--- config.mk ---
export PLATFORM = sky130hd
export DESIGN_NAME = date_counter
export DESIGN_NICKNAME = d
export VERILOG_FILES = /design/src/rtl/date_counter_pkg.sv /design/src/rtl/date_counter_month_length.sv /design/src/rtl/date_counter.sv
export SDC_FILE = /design/constraint.sdc
export NUM_CORES = 1
export LEC_CHECK = 0
export CORE_MARGIN = 2
export CORE_UTILIZATION = 33
export CTS_CLUSTER_DIAMETER = 40
export DETAILED_ROUTE_END_ITERATION = 7
export GPL_TIMING_DRIVEN = 0
export PLACE_DENSITY_LB_ADDON = 0.1
export SYNTH_ARGS = -nofsm -noshare
export SYNTH_HDL_FRONTEND = slang
export SYNTH_HIERARCHICAL = 1
export SYNTH_SLANG_ARGS = --single-unit
--- constraint.sdc ---
create_clock -name CLK -period 3.3 [get_ports CLK]
set_input_delay 0.495 -clock CLK [delete_from_list [all_inputs] [get_ports CLK]]
set_output_delay 0.495 -clock CLK [all_outputs]
set_load 0.005 [all_outputs]
--- src/rtl/date_counter_pkg.sv ---
// Shared constants for the calendar counter: FSM states, set-field codes,
// month markers and the year limit.
package date_counter_pkg;

    typedef enum logic [1:0] {
        ST_RUN   = 2'd0,
        ST_SET   = 2'd1,
        ST_CLAMP = 2'd2
    } state_e;

    localparam logic [1:0] FLD_NONE  = 2'd0;
    localparam logic [1:0] FLD_DAY   = 2'd1;
    localparam logic [1:0] FLD_MONTH = 2'd2;
    localparam logic [1:0] FLD_YEAR  = 2'd3;

    localparam logic [3:0] FEB = 4'd2;
    localparam logic [3:0] DEC = 4'd12;

    localparam logic [6:0] YEAR_MAX = 7'd99;

endpackage

--- src/rtl/date_counter_month_length.sv ---
// Days in a month for the given month number and leap flag.
// Purely combinational.
module month_length
    import date_counter_pkg::*;
(
    input  logic [3:0] MONTH,
    input  logic       LEAP,
    output logic [4:0] DIM
);

    always_comb begin
        DIM = 5'd31;
        case (MONTH)
            FEB:                       DIM = LEAP ? 5'd29 : 5'd28;
            4'd4, 4'd6, 4'd9, 4'd11:   DIM = 5'd30;
            default:                   DIM = 5'd31;
        endcase
    end

endmodule

--- src/rtl/date_counter.sv ---
// Calendar counter: advances one day per DAY_TICK with month/year/century
// rollover, and lets each field be set manually through a SET/CLAMP FSM.
module date_counter
    import date_counter_pkg::*;
#(
    parameter logic [6:0] RESET_YEAR  = 7'd20,
    parameter logic [3:0] RESET_MONTH = 4'd1,
    parameter logic [4:0] RESET_DAY   = 5'd1
) (
    input  logic       CLK,
    input  logic       RESETN,
    input  logic       DAY_TICK,
    input  logic       SET_EN,
    input  logic [1:0] SET_FIELD,
    input  logic       INC,
    output logic [6:0] YEAR,
    output logic [3:0] MONTH,
    output logic [4:0] DAY,
    output logic       LEAP,
    output logic       CENTURY,
    output logic [1:0] STATE_DBG
);

    state_e     state_q, state_d;
    logic [6:0] year_q, year_d;
    logic [3:0] month_q, month_d;
    logic [4:0] day_q, day_d;
    logic       century_q, century_d;
    logic       pend_q, pend_d;
    logic [4:0] dim;

    assign LEAP = (year_q[1:0] == 2'b00);

    // Single month-length table shared by rollover, set-wrap and clamp.
    month_length u_month_length (
        .MONTH (month_q),
        .LEAP  (LEAP),
        .DIM   (dim)
    );

    always_comb begin
        state_d   = state_q;
        year_d    = year_q;
        month_d   = month_q;
        day_d     = day_q;
        century_d = 1'b0;
        pend_d    = pend_q;

        case (state_q)
            ST_RUN: begin
                // A pending tick is only ever set outside RUN, so it is
                // consumed here on the first RUN cycle and merges with a real tick.
                pend_d = 1'b0;
                if (DAY_TICK || pend_q) begin
                    if (day_q < dim) begin
                        day_d = day_q + 5'd1;
                    end else begin
                        day_d = 5'd1;
                        if (month_q == DEC) begin
                            month_d = 4'd1;
                            if (year_q == YEAR_MAX) begin
                                year_d    = 7'd0;
                                century_d = 1'b1;
                            end else begin
                                year_d = year_q + 7'd1;
                            end
                        end else begin
                            month_d = month_q + 4'd1;
                        end
                    end
                end
                if (SET_EN) state_d = ST_SET;
            end

            ST_SET: begin
                if (DAY_TICK) pend_d = 1'b1;
                if (INC) begin
                    case (SET_FIELD)
                        FLD_DAY:   day_d   = (day_q >= dim)      ? 5'd1 : day_q + 5'd1;
                        FLD_MONTH: month_d = (month_q >= DEC)    ? 4'd1 : month_q + 4'd1;
                        FLD_YEAR:  year_d  = (year_q >= YEAR_MAX) ? 7'd0 : year_q + 7'd1;
                        default:   ;
                    endcase
                end
                if (!SET_EN) state_d = ST_CLAMP;
            end

            ST_CLAMP: begin
                if (DAY_TICK) pend_d = 1'b1;
                if (day_q > dim) day_d = dim;
                state_d = ST_RUN;
            end

            default: state_d = ST_RUN;
        endcase
    end

    always_ff @(posedge CLK or negedge RESETN) begin
        if (!RESETN) begin
            state_q   <= ST_RUN;
            year_q    <= RESET_YEAR;
            month_q   <= RESET_MONTH;
            day_q     <= RESET_DAY;
            century_q <= 1'b0;
            pend_q    <= 1'b0;
        end else begin
            state_q   <= state_d;
            year_q    <= year_d;
            month_q   <= month_d;
            day_q     <= day_d;
            century_q <= century_d;
            pend_q    <= pend_d;
        end
    end

    assign YEAR      = year_q;
    assign MONTH     = month_q;
    assign DAY       = day_q;
    assign CENTURY   = century_q;
    assign STATE_DBG = state_q;

endmodule

==> flow_metrics.tcl <==
set metrics [dict create \
    outcome "finished, final reports clean" \
    rr_endpoint "MONTH[3]" \
    io_pins 27 \
    yosysUniqueCellTypes 47 \
    rr_startpoint "MONTH[2]" \
    dpl.hpwl_um 2800 \
    vdd_drop_max_mv 0.337 \
    final-max-slew-violation-count 0 \
    antenna_found_initial 0 \
    detailroute.via_count 1414 \
    power.density_cell_area_nw_per_um2 930 \
    most-common-layout-cells "26 x sky130_fd_sc_hd__clkdlybuf4s50_1, 20 x sky130_fd_sc_hd__inv_1, 16 x sky130_fd_sc_hd__dfrtp_1" \
    yosysWarningCount 6 \
    synth_top_cell_by_area "sky130_fd_sc_hd__dfrtp_1" \
    final.period_utilization_pct 84.4 \
    cts_hold_buffers 0 \
    final_layout_size_suffix_gt1_share_pct 9.71 \
    total_net_switching_power_w 0.000796 \
    crit_type "register to register" \
    cp_cell_sequence "or4b_1 -> inv_1 -> ha_1 -> nand2b_1 -> a211oi_2 -> o311ai_1 -> o21ai_0 -> o31ai_1" \
    antenna_violating_nets_post_route 0 \
    clock_tree_buffer_depth 2 \
    power.share.switching_pct 45.4 \
    route.detailed.vias_per_inst 5.48 \
    cts_setup_buffers 0 \
    cell_internal_pwr_w 0.000956 \
    power.share.combinational_pct 60.8 \
    slowest_delay_ps 830 \
    maxCapViolCount 0 \
    synth.cell_area_um2 1510 \
    chipHeight_um 71.6 \
    die-width_um 71.6 \
    clock_tree.htree_level_count 1 \
    worst-slew-pin-transition_ps 1010 \
    reg2reg_slack_ps 520 \
    min_path_type "register to register" \
    post_synth.cell_area_avg_um2 8.62 \
    synth_top_cells_by_area "sky130_fd_sc_hd__dfrtp_1 27%, sky130_fd_sc_hd__ha_1 12%, sky130_fd_sc_hd__dfstp_2 7.0%" \
    numCtsBuffers 3 \
    antenna-diode-count 0 \
    finalPower_w 0.00175 \
    synth_edf_count 0 \
    postRouteWirelength_um 3820 \
    postCtsResizedCells 0 \
    gr-usage-all-layers_pct 16.3 \
    finalInstanceArea_um2 1880 \
    grt_remaining_overflow 0 \
    core_region_area_um2 4380 \
    final_net_count 229 \
    relSlewSlack_pct 32.1 \
    fin_setup_tns_ps 0 \
    rows 24 \
    die_area_um2 5130 \
    clk_pin_slew_ps 80 \
    synthToLayoutAreaGrowth_pct 24.8 \
    yosysTopAreaCellShare_pct 26.5 \
    clock-root-buffer "sky130_fd_sc_hd__clkbuf_8" \
    critPathSlowestCell "sky130_fd_sc_hd__o311ai_1" \
    startpoint_type "register" \
    leading_cell_type_in_the_layout_fill_and_taps_excluded "sky130_fd_sc_hd__clkdlybuf4s50_1" \
    cts_num_sinks 20 \
    dpl_cell_area_um2 1840 \
    required_ps 3480 \
    worstSkewPairLatency_ps 260 \
    setup_violations 0 \
    max_freq_ghz 0.359 \
    drt_pass1_iterations 4 \
    numPortBuffers 26 \
    ys_seq_elements 20 \
    finalClockSkew_ps 9.22 \
    power.sequential.fraction_pct 29.5 \
    grt_setup_unrepaired "false" \
    timing.critical_path.from "MONTH[2]" \
    critical_path.endpoint_type "register" \
    grt_max_degree 21 \
    place_congestion 0.848 \
    worst_r2r_path_depth 8 \
    timing.final.hold_violations 0 \
    routedWlPerCell_um 14.8 \
    grt_pass1_wl_um 6710 \
    timing.critical_path.arrival_ps 2960 \
    detailedRoute.firstIterationViolations 75 \
    yosys_most_used_dff "sky130_fd_sc_hd__dfrtp_1" \
    ys_seq_area_share_pct 33.5 \
    setup_crit_end "MONTH[3]" \
    post-route-min-period_ps 2780 \
    critical_path_peak_fanout 10 \
    leakage_nw 0.842 \
    drc 0 \
    synthArstFlopShare_pct 100 \
    cts_tree "done" \
    synth_cells 175 \
    share_clk_of_total_power_pct 9.7 \
    first_global_vias 1424 \
    initial_cell_density_of_the_core_pct 34.4 \
    fillerInstances 439 \
]
==> worst min path at each step <==
| stage | to | cells past startpoint | start | slack [ps] |
|---|---|---|---|---|
| CTS | DAY[0] | 2 | DAY[0] | 530 |
| floorplan | CENTURY | 0 | RESETN | 200 |
| global placement | YEAR[2] | 1 | YEAR[2] | 510 |
| finish | DAY[0] | 2 | DAY[0] | 530 |
| detailed placement | DAY[0] | 2 | DAY[0] | 520 |
| global route | YEAR[2] | 1 | YEAR[2] | 560 |
==> layer usage <==
metal	vias to the layer above	wire length (µm)	global-route usage [%]
met1	687	1810	22.0
met3	4	132	3.80
met2	29	1850	26.6
met5	-	0	0
met4	0	27	3.14
li1	694	-	-
==> Yosys cell counts, drive strengths merged, types with 2 or more instances <==
master and number:
a211o 2, a211oi 3, a21o 6, a21oi 7, a221oi 3, a22o 2, a31oi 3, a32oi 2
and3 3, buf 4, clkbuf 3, dfrtp 16, dfstp 4, ha 14, inv 20, nand2 11
nand2b 4, nand3 11, nand3b 2, nor2 15, nor2b 2, nor3 2, o21ai 9, o22ai 9
o2bb2ai 2, o31ai 2, or4b 2
==> state kept, by name (all words and copies together), names as in the netlist <==
register / flops
MONTH: 4
CENTURY: 1
YEAR: 7
DAY: 5
STATE_DBG: 2
pend_q: 1
==> worst max-delay path, delay by kind of cell (launching register included) <==
kind	cells	cell delay [ps]
AO/OA/AOI/OAI	4	1260
AND/OR/NAND/NOR	2	630
flip-flops	1	480
adder cells (fa/ha/maj)	1	230
buffers and inverters	1	80
==> power by group through the flow <==
| stage | logic [W] | clock network [W] | registers [W] |
|---|---|---|---|
| floorplan | 0.000682 | 0 | 0.000495 |
| global placement | 0.00104 | 0 | 0.000516 |
| detailed placement | 0.00107 | 0 | 0.000523 |
| CTS | 0.00107 | 0.000176 | 0.000519 |
| global route | 0.00121 | 0.000189 | 0.000547 |
| finish | 0.00107 | 0.000169 | 0.000517 |
==> stage by stage <==
stage,setup WS [ps],hold slack [ps],utilization [%],std cells
detailed placement,461,518,42.0,255
floorplan,808,199,-,177
CTS,435,531,43.0,258
finish,516,529,43.0,258
global route,188,556,43.0,258
global placement,532,514,42.0,255
==> cells by family after synthesis <==
| logic type | after synthesis | synth area share [%] |
|---|---|---|
| AND/OR/NAND/NOR | 55 | 18.8 |
| adder cells (fa/ha/maj) | 14 | 11.6 |
| other | 1 | 0.249 |
| multiplexers | 2 | 1.41 |
| flip-flops | 20 | 33.5 |
| AO/OA/AOI/OAI | 56 | 26.9 |
| buffers and inverters | 27 | 7.54 |
==> area by class of cell <==
class                   count  area (µm²)  area share (%)
plain buffers               7        38.8            2.06
clock buffers               3        41.3            2.19
inverters                  20        75.1            3.99
multi-input cells         130         897            47.6
flip-flops and latches     20         505            26.8
well taps                  52        65.1            3.46
repair buffers             26         260            13.8
Note: power is estimated with default switching activity, not from simulation.
